--- config.mk ---
export PLATFORM = sky130hd
export DESIGN_NAME = cdb_multi_arbiter
export DESIGN_NICKNAME = d
export VERILOG_FILES = /design/src/rtl/cdb_pkg.sv /design/src/rtl/cdb_chan_fifo.sv /design/src/rtl/cdb_multi_arbiter.sv
export SDC_FILE = /design/constraint.sdc
export NUM_CORES = 2
export LEC_CHECK = 0
export BUFFER_PORTS_ARGS = -buffer_cell sky130_fd_sc_hd__buf_2
export CORE_MARGIN = 3
export CORE_UTILIZATION = 40
export CTS_CLUSTER_DIAMETER = 40
export DETAILED_ROUTE_END_ITERATION = 10
export MAX_ROUTING_LAYER = met4
export SYNTH_ARGS = -nofsm -noshare
export SYNTH_HDL_FRONTEND = slang
export SYNTH_SLANG_ARGS = --single-unit
--- constraint.sdc ---
create_clock -name clock -period 12.7 [get_ports clock]
set_input_delay 0.635 -clock clock [delete_from_list [all_inputs] [get_ports clock]]
set_output_delay 0.635 -clock clock [all_outputs]
set_load 0.05 [all_outputs]
--- src/rtl/cdb_pkg.sv ---
// cdb_pkg: shared defaults, result-entry layout and the invalid-PC marker for the multi-lane CDB.
package cdb_pkg;
    localparam int NUM_FU_DEF      = 4;
    localparam int NUM_CDB_DEF     = 2;
    localparam int QUEUE_DEPTH_DEF = 4;
    localparam int XLEN_DEF        = 32;
    localparam int PRF_LEN_DEF     = 6;
    localparam int ROB_LEN_DEF     = 5;
    localparam int SIDE_W_DEF      = 8;
    localparam logic [31:0] PC_INVALID = 32'hfacebeec;
    // Field order here is the packing order used for the flat FIFO words.
    typedef struct packed {
        logic [XLEN_DEF-1:0]    value;
        logic [PRF_LEN_DEF-1:0] prf_idx;
        logic [ROB_LEN_DEF-1:0] rob_idx;
        logic [XLEN_DEF-1:0]    pc;
        logic [SIDE_W_DEF-1:0]  side;
    } CDB_ENTRY;
endpackage

--- src/rtl/cdb_chan_fifo.sv ---
// cdb_chan_fifo: per-channel result FIFO with head/tail pointers, occupancy count and synchronous flush.
module cdb_chan_fifo #(
    parameter int W     = 83,
    parameter int DEPTH = 4
) (
    input  logic         clock,
    input  logic         reset,
    input  logic         flush,
    input  logic         push,
    input  logic         pop,
    input  logic [W-1:0] din,
    output logic [W-1:0] head,
    output logic         full,
    output logic         empty
);
    localparam int PW = $clog2(DEPTH);
    logic [W-1:0]  mem [DEPTH];
    logic [PW-1:0] rd_ptr, wr_ptr;
    logic [PW:0]   count;
    assign head  = mem[rd_ptr];
    assign full  = count == (PW+1)'(DEPTH);
    assign empty = count == '0;
    always_ff @(posedge clock) begin
        if (reset || flush) begin
            rd_ptr <= '0;
            wr_ptr <= '0;
            count  <= '0;
        end else begin
            if (push) begin
                mem[wr_ptr] <= din;
                wr_ptr      <= wr_ptr + 1'b1;
            end
            if (pop) rd_ptr <= rd_ptr + 1'b1;
            count <= count + (PW+1)'(push) - (PW+1)'(pop);
        end
    end
endmodule

--- src/rtl/cdb_multi_arbiter.sv ---
// cdb_multi_arbiter: per-channel FIFOs feeding NUM_CDB round-robin broadcast lanes with bypass.
// Define CDB_STATS_EN to add per-channel stall_cnt/full_cnt saturating counters.
module cdb_multi_arbiter
    import cdb_pkg::*;
#(
    parameter int NUM_FU      = NUM_FU_DEF,
    parameter int NUM_CDB     = NUM_CDB_DEF,
    parameter int QUEUE_DEPTH = QUEUE_DEPTH_DEF,
    parameter int XLEN        = XLEN_DEF,
    parameter int PRF_LEN     = PRF_LEN_DEF,
    parameter int ROB_LEN     = ROB_LEN_DEF,
    parameter int SIDE_W      = SIDE_W_DEF
) (
    input  logic                               clock,
    input  logic                               reset,
    input  logic                               flush,
    input  logic [NUM_FU-1:0]                  fu_valid,
    output logic [NUM_FU-1:0]                  fu_ready,
    input  logic [NUM_FU*XLEN-1:0]             fu_value,
    input  logic [NUM_FU*PRF_LEN-1:0]          fu_prf_idx,
    input  logic [NUM_FU*ROB_LEN-1:0]          fu_rob_idx,
    input  logic [NUM_FU*XLEN-1:0]             fu_PC,
    input  logic [NUM_FU*SIDE_W-1:0]           fu_side,
    output logic [NUM_CDB-1:0]                 cdb_valid,
    output logic [NUM_CDB*XLEN-1:0]            cdb_value,
    output logic [NUM_CDB*PRF_LEN-1:0]         cdb_prf_idx,
    output logic [NUM_CDB*ROB_LEN-1:0]         cdb_rob_idx,
    output logic [NUM_CDB*XLEN-1:0]            cdb_PC,
    output logic [NUM_CDB*SIDE_W-1:0]          cdb_side,
    output logic [NUM_CDB*$clog2(NUM_FU)-1:0]  cdb_src
`ifdef CDB_STATS_EN
    ,
    output logic [NUM_FU*32-1:0]               stall_cnt,
    output logic [NUM_FU*32-1:0]               full_cnt
`endif
);
    localparam int SRC_W = $clog2(NUM_FU);
    localparam int EW    = 2*XLEN + PRF_LEN + ROB_LEN + SIDE_W;
    localparam logic [EW-1:0] IDLE = {{(XLEN+PRF_LEN+ROB_LEN){1'b0}}, XLEN'(PC_INVALID), {SIDE_W{1'b0}}};
    logic [EW-1:0]     din [NUM_FU];
    logic [EW-1:0]     head [NUM_FU];
    logic [EW-1:0]     cand [NUM_FU];
    logic [EW-1:0]     lane_ent [NUM_CDB];
    logic [SRC_W-1:0]  lane_src [NUM_CDB];
    logic [NUM_CDB-1:0] lane_v;
    logic [NUM_FU-1:0] req, req_rot, grant, push, pop, full, empty;
    logic [SRC_W-1:0]  rr_ptr, next_rr;
    logic              kill;
    int                n, idx;
    assign kill = reset || flush;
    for (genvar i = 0; i < NUM_FU; i++) begin : g_chan
        assign din[i]      = {fu_value[i*XLEN +: XLEN], fu_prf_idx[i*PRF_LEN +: PRF_LEN],
                              fu_rob_idx[i*ROB_LEN +: ROB_LEN], fu_PC[i*XLEN +: XLEN],
                              fu_side[i*SIDE_W +: SIDE_W]};
        assign fu_ready[i] = !full[i];
        assign req[i]      = !empty[i] || fu_valid[i];
        assign cand[i]     = empty[i] ? din[i] : head[i];
        assign pop[i]      = grant[i] && !empty[i];
        // A granted empty channel forwards its input directly instead of queueing it.
        assign push[i]     = fu_valid[i] && !full[i] && !(grant[i] && empty[i]);
        cdb_chan_fifo #(.W(EW), .DEPTH(QUEUE_DEPTH)) u_fifo (
            .clock(clock), .reset(reset), .flush(flush), .push(push[i]), .pop(pop[i]),
            .din(din[i]), .head(head[i]), .full(full[i]), .empty(empty[i])
        );
        a_no_push_when_full: assert property (@(posedge clock) disable iff (reset) !(fu_valid[i] && full[i]));
    end
    always_comb begin
        grant   = '0;
        lane_v  = '0;
        next_rr = rr_ptr;
        n       = 0;
        idx     = 0;
        for (int k = 0; k < NUM_CDB; k++) lane_src[k] = '0;
        req_rot = NUM_FU'({req, req} >> rr_ptr);
        for (int j = 0; j < NUM_FU; j++) begin
            if (req_rot[j] && n < NUM_CDB) begin
                idx   = int'(rr_ptr) + j;
                idx   = idx >= NUM_FU ? idx - NUM_FU : idx;
                grant = grant | (NUM_FU'(1) << idx);
                for (int k = 0; k < NUM_CDB; k++) begin
                    lane_v[k]   = k == n ? 1'b1 : lane_v[k];
                    lane_src[k] = k == n ? SRC_W'(idx) : lane_src[k];
                end
                next_rr = idx == NUM_FU - 1 ? '0 : SRC_W'(idx + 1);
                n++;
            end
        end
    end
    for (genvar k = 0; k < NUM_CDB; k++) begin : g_lane
        assign lane_ent[k] = lane_v[k] ? cand[lane_src[k]] : IDLE;
    end
    always_ff @(posedge clock) begin
        cdb_valid <= kill ? '0 : lane_v;
        rr_ptr    <= kill ? '0 : next_rr;
        for (int k = 0; k < NUM_CDB; k++) begin
            {cdb_value[k*XLEN +: XLEN], cdb_prf_idx[k*PRF_LEN +: PRF_LEN], cdb_rob_idx[k*ROB_LEN +: ROB_LEN],
             cdb_PC[k*XLEN +: XLEN], cdb_side[k*SIDE_W +: SIDE_W]} <= kill ? IDLE : lane_ent[k];
            cdb_src[k*SRC_W +: SRC_W] <= kill ? '0 : lane_src[k];
        end
    end
`ifdef CDB_STATS_EN
    // Statistics survive flush so mispredict storms remain visible.
    always_ff @(posedge clock) begin
        for (int i = 0; i < NUM_FU; i++) begin
            if (reset) begin
                stall_cnt[i*32 +: 32] <= '0;
                full_cnt[i*32 +: 32]  <= '0;
            end else begin
                if (req[i] && !grant[i] && stall_cnt[i*32 +: 32] != '1)
                    stall_cnt[i*32 +: 32] <= stall_cnt[i*32 +: 32] + 32'd1;
                if (full[i] && full_cnt[i*32 +: 32] != '1)
                    full_cnt[i*32 +: 32] <= full_cnt[i*32 +: 32] + 32'd1;
            end
        end
    end
`endif
endmodule

# --- Word-level counts from Yosys, hierarchy flattened ---
# Memories as Yosys holds them, arrays and structs flattened. A register that Yosys moved wholly into a read port is not among the register bits.
# Cells that the tools add are included.
word_totals:
  input_bits: 339
  output_inout_bits: 176
  ff_bits: 202
  n_memories: 4
  elab_cells: 205
  mem_bits_rw: 1328
memory_table:
  columns: ["memory", "depth", "width", "rd", "rd_clocked_by_memory_dff", "wr", "line", "rtl"]
  rows:
  - ["g_chan[0].u_fifo.mem", 4, 83, 1, 1, 1, "cdb_chan_fifo.sv:17", "logic [W-1:0] mem [DEPTH];"]
  - ["g_chan[1].u_fifo.mem", 4, 83, 1, 1, 1, "cdb_chan_fifo.sv:17", null]
  - ["g_chan[2].u_fifo.mem", 4, 83, 1, 1, 1, "cdb_chan_fifo.sv:17", null]
  - ["g_chan[3].u_fifo.mem", 4, 83, 1, 1, 1, "cdb_chan_fifo.sv:17", null]
op_classes:
  magnitude_cmp: 9
  mux: 69
  bitwise: 7
  addsub: 29
  n_eq_ne: 11
  n_shift: 5
  reduce_logical: 46
op_table:
  columns: ["cell", "count"]
  rows:
  - ["83-bit two-way mux", 8]
  - ["83-bit binary-select mux with 2-bit select", 2]
  - ["32-bit two-way mux", 6]
  - ["32-bit by 3-bit equality test with 1-bit output (second input constant)", 4]
  - ["1-bit by 32-bit left shift with 4-bit output (first input constant)", 4]
  - ["2-bit by 32-bit equality test with 1-bit output (first input constant)", 3]
  - ["32-bit zero test", 3]
  - ["32-bit by 3-bit less-than comparator with 1-bit output (second input constant)", 3]
  - ["32-bit by 2-bit adder with 32-bit output (second input constant)", 2]
  - ["2-bit two-way mux", 25]
  - ["4-bit two-way mux", 8]
  - ["1-bit two-way mux", 20]
  - ["1-bit logical AND", 19]
  - ["2-bit by 1-bit adder with 2-bit output (second input constant)", 8]
  - ["3-bit >= comparator (second input constant)", 5]
  - ["3-bit by 1-bit adder with 3-bit output", 4]
  - ["3-bit equality test (second input constant)", 4]
  - ["1-bit zero test", 12]
  - ["3-bit zero test", 4]
  - ["4-bit OR", 3]
  - ["3-bit by 1-bit subtractor with 3-bit output", 4]
  - ["3-bit by 3-bit subtractor with 4-bit output (second input constant)", 3]
  - ["2-bit adder (second input constant)", 4]
  - ["8-bit by 2-bit >> shifter with 4-bit output", 1]
  - ["9 further kinds", 17]

# --- Logic depth before layout (Yosys ltp) ---
logic_depth:
  depth_word: 20
  depth_mapped: 19

# --- Cells and area by module ---
# Synthesis repeated with hierarchy kept, for this count alone.
unflattened:
  cells_unflattened: 3325
  hier_area_um2: 63083.0
modules_own_cells:
  columns: ["mod", "cells_each", "instances", "seq_area_each_um2", "area_per_inst_um2"]
  rows:
  - ["cdb_chan_fifo", 478, 4, 10149.7, 12430.7]
  - ["cdb_multi_arbiter", 1413, 1, 3483.3, 13360.3]

# --- Worst setup path before layout ---
# No wires, ideal clock.
synth_timing:
  kind: "register -> register"
  startpoint: "register rr_ptr[1]"
  endpoint: "memory g_chan[2].u_fifo.mem[0][0], enable pin"
  t_arrival_ns: 4.820
  period_less_slack_ns: 5.271
  setup_slack_ns: 7.429
  stages_incl_launch_ff: 14
  setup_time_ns: 0.451
  path_cell_list: "dfxtp_1 > clkbuf_1 > inv_2 > o211ai_1 > and2_1 > clkbuf_1 > ha_1 > nor2_1 > buf_6 > a222oi_1 > nand3b_1 > a21bo_2 > nor2_1 > and2_1"
synth_between:
  elab_chain_cells: 17
  word_cells_on_any_way: 44
synth_lines:
  columns: ["element", "line", "rtl"]
  rows:
  - ["start: declaration", "cdb_multi_arbiter.sv:47", "logic [SRC_W-1:0] rr_ptr, next_rr;"]
  - ["start signal: assignment", "cdb_multi_arbiter.sv:94", "rr_ptr <= kill ? '0 : next_rr;"]
  - ["8-bit by 2-bit >> shifter with 4-bit output", "cdb_multi_arbiter.sv:74", "req_rot = NUM_FU'({req, req} >> rr_ptr);"]
  - ["1-bit two-way mux", "cdb_multi_arbiter.sv:76", "if (req_rot[j] && n < NUM_CDB) begin"]
  - ["32-bit by 3-bit less-than comparator with 1-bit output", "cdb_multi_arbiter.sv:76", null]
  - ["1-bit logical AND", "cdb_multi_arbiter.sv:76", null]
  - ["32-bit two-way mux", "cdb_multi_arbiter.sv:76", null]
  - ["32-bit by 3-bit less-than comparator with 1-bit output", "cdb_multi_arbiter.sv:76", null]
  - ["1-bit logical AND", "cdb_multi_arbiter.sv:76", null]
  - ["32-bit two-way mux", "cdb_multi_arbiter.sv:76", null]
  - ["32-bit by 3-bit less-than comparator with 1-bit output", "cdb_multi_arbiter.sv:76", null]
  - ["1-bit logical AND", "cdb_multi_arbiter.sv:76", null]
  - ["4-bit two-way mux (*)", "cdb_multi_arbiter.sv:76", null]
  - ["1-bit logical AND (*)", "cdb_multi_arbiter.sv:60", "assign push[i] = fu_valid[i] && !full[i] && !(grant[i] && empty[i]);"]
  - ["1-bit zero test (*)", "cdb_multi_arbiter.sv:60", null]
  - ["1-bit logical AND (*)", "cdb_multi_arbiter.sv:60", null]
  - ["1-bit two-way mux (*)", "cdb_chan_fifo.sv:29", "if (push) begin"]
  - ["1-bit two-way mux (*)", "cdb_chan_fifo.sv:24", "if (reset || flush) begin"]
  - ["1-bit two-way mux (not written as such) (*)", "cdb_chan_fifo.sv:30", "mem[wr_ptr] <= din;"]
  - ["end: declaration", "cdb_chan_fifo.sv:17", null]
# Mark *: on every way between the ends. The rest lies on a longest branch, timed or not.

# --- Worst setup path in the final report ---
layout_timing:
  startpoint: "register rr_ptr[0]"
  endpoint: "register cdb_value[17]"
layout_between:
  elab_chain_cells: 15
  word_cells_on_any_way: 50
layout_lines:
  columns: ["element", "line", "rtl"]
  rows:
  - ["8-bit by 2-bit >> shifter with 4-bit output", "cdb_multi_arbiter.sv:74", null]
  - ["1-bit two-way mux", "cdb_multi_arbiter.sv:76", null]
  - ["32-bit by 3-bit less-than comparator with 1-bit output", "cdb_multi_arbiter.sv:76", null]
  - ["1-bit logical AND", "cdb_multi_arbiter.sv:76", null]
  - ["32-bit two-way mux", "cdb_multi_arbiter.sv:76", null]
  - ["32-bit by 3-bit less-than comparator with 1-bit output", "cdb_multi_arbiter.sv:76", null]
  - ["1-bit logical AND", "cdb_multi_arbiter.sv:76", null]
  - ["32-bit two-way mux", "cdb_multi_arbiter.sv:76", null]
  - ["32-bit by 3-bit less-than comparator with 1-bit output / 32-bit zero test (equally long branches)", "cdb_multi_arbiter.sv:76, cdb_multi_arbiter.sv:81, cdb_multi_arbiter.sv:82", null]
  - ["1-bit logical AND / 2-bit two-way mux (equally long branches)", "cdb_multi_arbiter.sv:76, cdb_multi_arbiter.sv:82", null]
  - ["4-bit two-way mux", "cdb_multi_arbiter.sv:76", null]
  - ["2-bit NOT with 3-bit output (not written as such)", "cdb_multi_arbiter.sv:90", "assign lane_ent[k] = lane_v[k] ? cand[lane_src[k]] : IDLE;"]
  - ["83-bit binary-select mux with 2-bit select", "cdb_multi_arbiter.sv:90", null]
  - ["83-bit two-way mux (not written as such) (2 in series)", "cdb_multi_arbiter.sv:90", null]
  - ["end: declaration", "cdb_multi_arbiter.sv:25", "output logic [NUM_CDB*XLEN-1:0] cdb_value,"]
# Several ways; a longest one is shown, not always the timed one. The select of a mux whose other input is x is not followed.
# A chain may end at the register's enable or synchronous reset.

==> results_dict.tcl <==
set metrics [dict create \
    fmax_ghz 0.165 \
    slew_headroom 0.225 \
    nFillCells 12500 \
    max-vdd-ir-drop_mv 0.467 \
    drive_above_1_share 0.368 \
    nets 4469 \
    power_density_nw_per_um2 237 \
    worst_pin_slew_ps 1160 \
    async_flop_share 0 \
    fin_skew_ps 62.0 \
    max_stage_delay_ps 900 \
    ant_nets 0 \
    rsz0062_at_grt "false" \
    required_ps 13350 \
    clkTransAtPathRegs_ps 60 \
    final_util 0.507 \
    dieArea_um2 161000 \
    clockRootBuffer "clkbuf_16" \
    leakagePower_nw 27.6 \
    crit_path_max_fanout 44 \
    holdCritPathClass "primary input to flip-flop" \
    globalplace.congestion 0.816 \
    area.growth.synth_to_final_pct 25.3 \
    crit_start "rr_ptr[0]$_SDFFE_PP0P_" \
    grt_pass1_wl_mm 260 \
    drtIter0Drc 2821 \
    yosys_warnings 0 \
    clock_sinks 1538 \
    cts_setup_buffers 0 \
    status "completed" \
    postSynthAreaPerCell_um2 19.7 \
    tns_ps 0 \
    grt_pass1_vias 37000 \
    period_needed_ps 6070 \
    reg2reg_from "rr_ptr[0]$_SDFFE_PP0P_" \
    postSynthCellCount 3180 \
    multiInputGateArea_um2 17600 \
    cp-end-kind "flip-flop" \
    synth_ff_type "edfxtp_1" \
    cts_tree "done" \
    rows 144 \
    setup_viol 0 \
    synth_cell_types 61 \
    grt_usage 0.228 \
    startpoint_type "flip-flop" \
    seq_area_um2 44100 \
    synth_top_area_frac 0.637 \
    syn_area_um2 62600 \
    path_class "flip-flop to flip-flop" \
    die_h_um 402 \
    antenna_found_initial 57 \
    vias 35200 \
    cts_made_buffers 212 \
    drc_errors 0 \
    slew_violations 0 \
    die_w_um 402 \
    cp_top_family "buffers and inverters" \
    crit_chain "o41ai_1, o211ai_1, and2_1, inv_1, ha_1, inv_1, nor3_1, a21oi_1, a221o_1, nand3_4, buf_4, buf_4, mux2i_1, o22ai_1" \
    dr.pass1.iters 7 \
    final_common_cell "edfxtp_1" \
    cts_max_level 4 \
    min-delay-start "fu_side[15]" \
    crit_buf_inv 4 \
    overflow 0 \
    grt_max_degree 85 \
    synth_seq_cells 1538 \
    core_area_um2 155000 \
    ios 515 \
    yosysSeqAreaShare 0.704 \
    maxCapViolCount 0 \
    synthTopCellsByArea "edfxtp_1 64%, mux4_2 12%, mux2i_1 6.8%" \
    start_util 0.405 \
    final_cell_mix "1328 x edfxtp_1, 514 x buf_2, 423 x mux2i_1" \
    cts_buffer_depth 3 \
    wl_mm 180 \
    dpl.hpwl_mm 109 \
    wire_per_inst_um 28.2 \
    syn-num-nets 3559 \
    final-hold-violation-count 0 \
    cp.arrival_ps 6720 \
    min_period_over_period 0.478 \
    port_buffers 514 \
    viasPerCell 5.51 \
    synth_edf_count 1328 \
    yosysTopAreaCell "edfxtp_1" \
    clk_latency_ps 850 \
    crit_slowest_cell "dfxtp_1" \
]
==> repair_timing <==
| item | 4_1_cts | 5_1_grt |
|---|---|---|
| endpoints found under the hold margin | 1275 | 0 |
| hold buffers | 321 | 0 |
| resized for setup | 0 | 0 |
==> cell usage after synthesis, types with 5 or more instances <==
cell      number
and2_1        24
o22ai_1      122
buf_1         42
ha_1          36
a21oi_1        7
nand3_1        8
mux2i_1      423
a31oi_1        5
buf_6          8
o21ai_0       15
inv_1         26
buf_4         33
nand2_1       23
dfxtp_1      210
edfxtp_1    1328
mux2_2       244
buf_2          9
clkbuf_1      99
nor3_1         7
o22a_1        44
nor2_1        43
mux4_2       334
xnor2_1       17
==> state kept, by name, indices dropped and copies added (netlist names), named ones only <==
name	flops
g_chan.u_fifo.mem	1328
cdb_value	64
cdb_prf_idx	12
cdb_PC	64
rr_ptr	2
g_chan.u_fifo.wr_ptr	8
g_chan.u_fifo.rd_ptr	8
cdb_valid	2
cdb_side	16
cdb_rob_idx	10
g_chan.u_fifo.count	12
cdb_src	4
==> power by group <==
part / internal [mW] / switching (mW) / leakage (nW)
clock network: 3.80 / 2.41 / 3.68
logic: 2.64 / 3.72 / 10.3
registers: 5.86 / 0.177 / 13.7
total: 12.3 / 6.31 / 27.6
==> cell type report <==
type | count | area share
flip-flops and latches | 1538 | 0.562
well taps | 2044 | 0.0326
multi-input cells | 1423 | 0.225
clock inverters | 152 | 0.0246
diodes | 51 | 0.00163
clock buffers | 253 | 0.0738
repair buffers | 887 | 0.0790
inverters | 28 | 0.00134
==> metal layers <==
metal / up-vias / wire, um / track usage
met1: 18500 / 76100 / 0.299
met5: - / 0 / -
li1: 15000 / - / -
met2: 1353 / 86500 / 0.357
met3: 259 / 13000 / 0.0522
met4: 0 / 4030 / 0.0648
==> cell families (layout without fill, tap and decap cells) <==
kind of cell,after synthesis,in the layout,synth area share
DFF,1538,1538,0.704
muxes,1001,1001,0.232
AOI/OAI and AO/OA,234,234,0.0266
buffers and inverters,219,1320,0.0162
and+or+nand+nor,127,127,0.0105
adders and majority gates,40,40,0.00847
xor gates and xnor gates,21,21,0.00294
other,0,51,0
==> metrics by stage <==
step	instance area [um^2]	total power, mW	setup slack [ps]	cells	hold WS, ps
after global routing	78500	19.3	6270	6372	47.0
after global placement	67400	12.4	6850	5599	504
after CTS	78300	18.8	6780	6325	1.68
final	78500	18.6	6630	6376	84.7
after floorplan	62600	10.8	7430	3180	482
after detailed placement	67400	12.4	6720	5599	516
==> worst reg2reg max path: cells and delay by family (launching register included) <==
family                   cells  cell delay, ps
buffers and inverters        4            1880
flip-flops                   1             900
AND/OR/NAND/NOR              3            1250
AO/OA/AOI/OAI                5            1150
adder cells (fa/ha/maj)      1             350
multiplexers                 1             410
==> worst paths after layout <==
path              slack (ps)                                   end  depth (start not counted)
hold / removal            80  g_chan[1].u_fifo.mem[0][7]$_DFFE_PP_                          1
hold reg to reg          520                             flip-flop                          2
setup / recovery        6630              cdb_value[17]$_SDFF_PP0_                         14
setup reg to reg        6630              cdb_value[17]$_SDFF_PP0_                         14
Power figures use the tool's default switching activity.
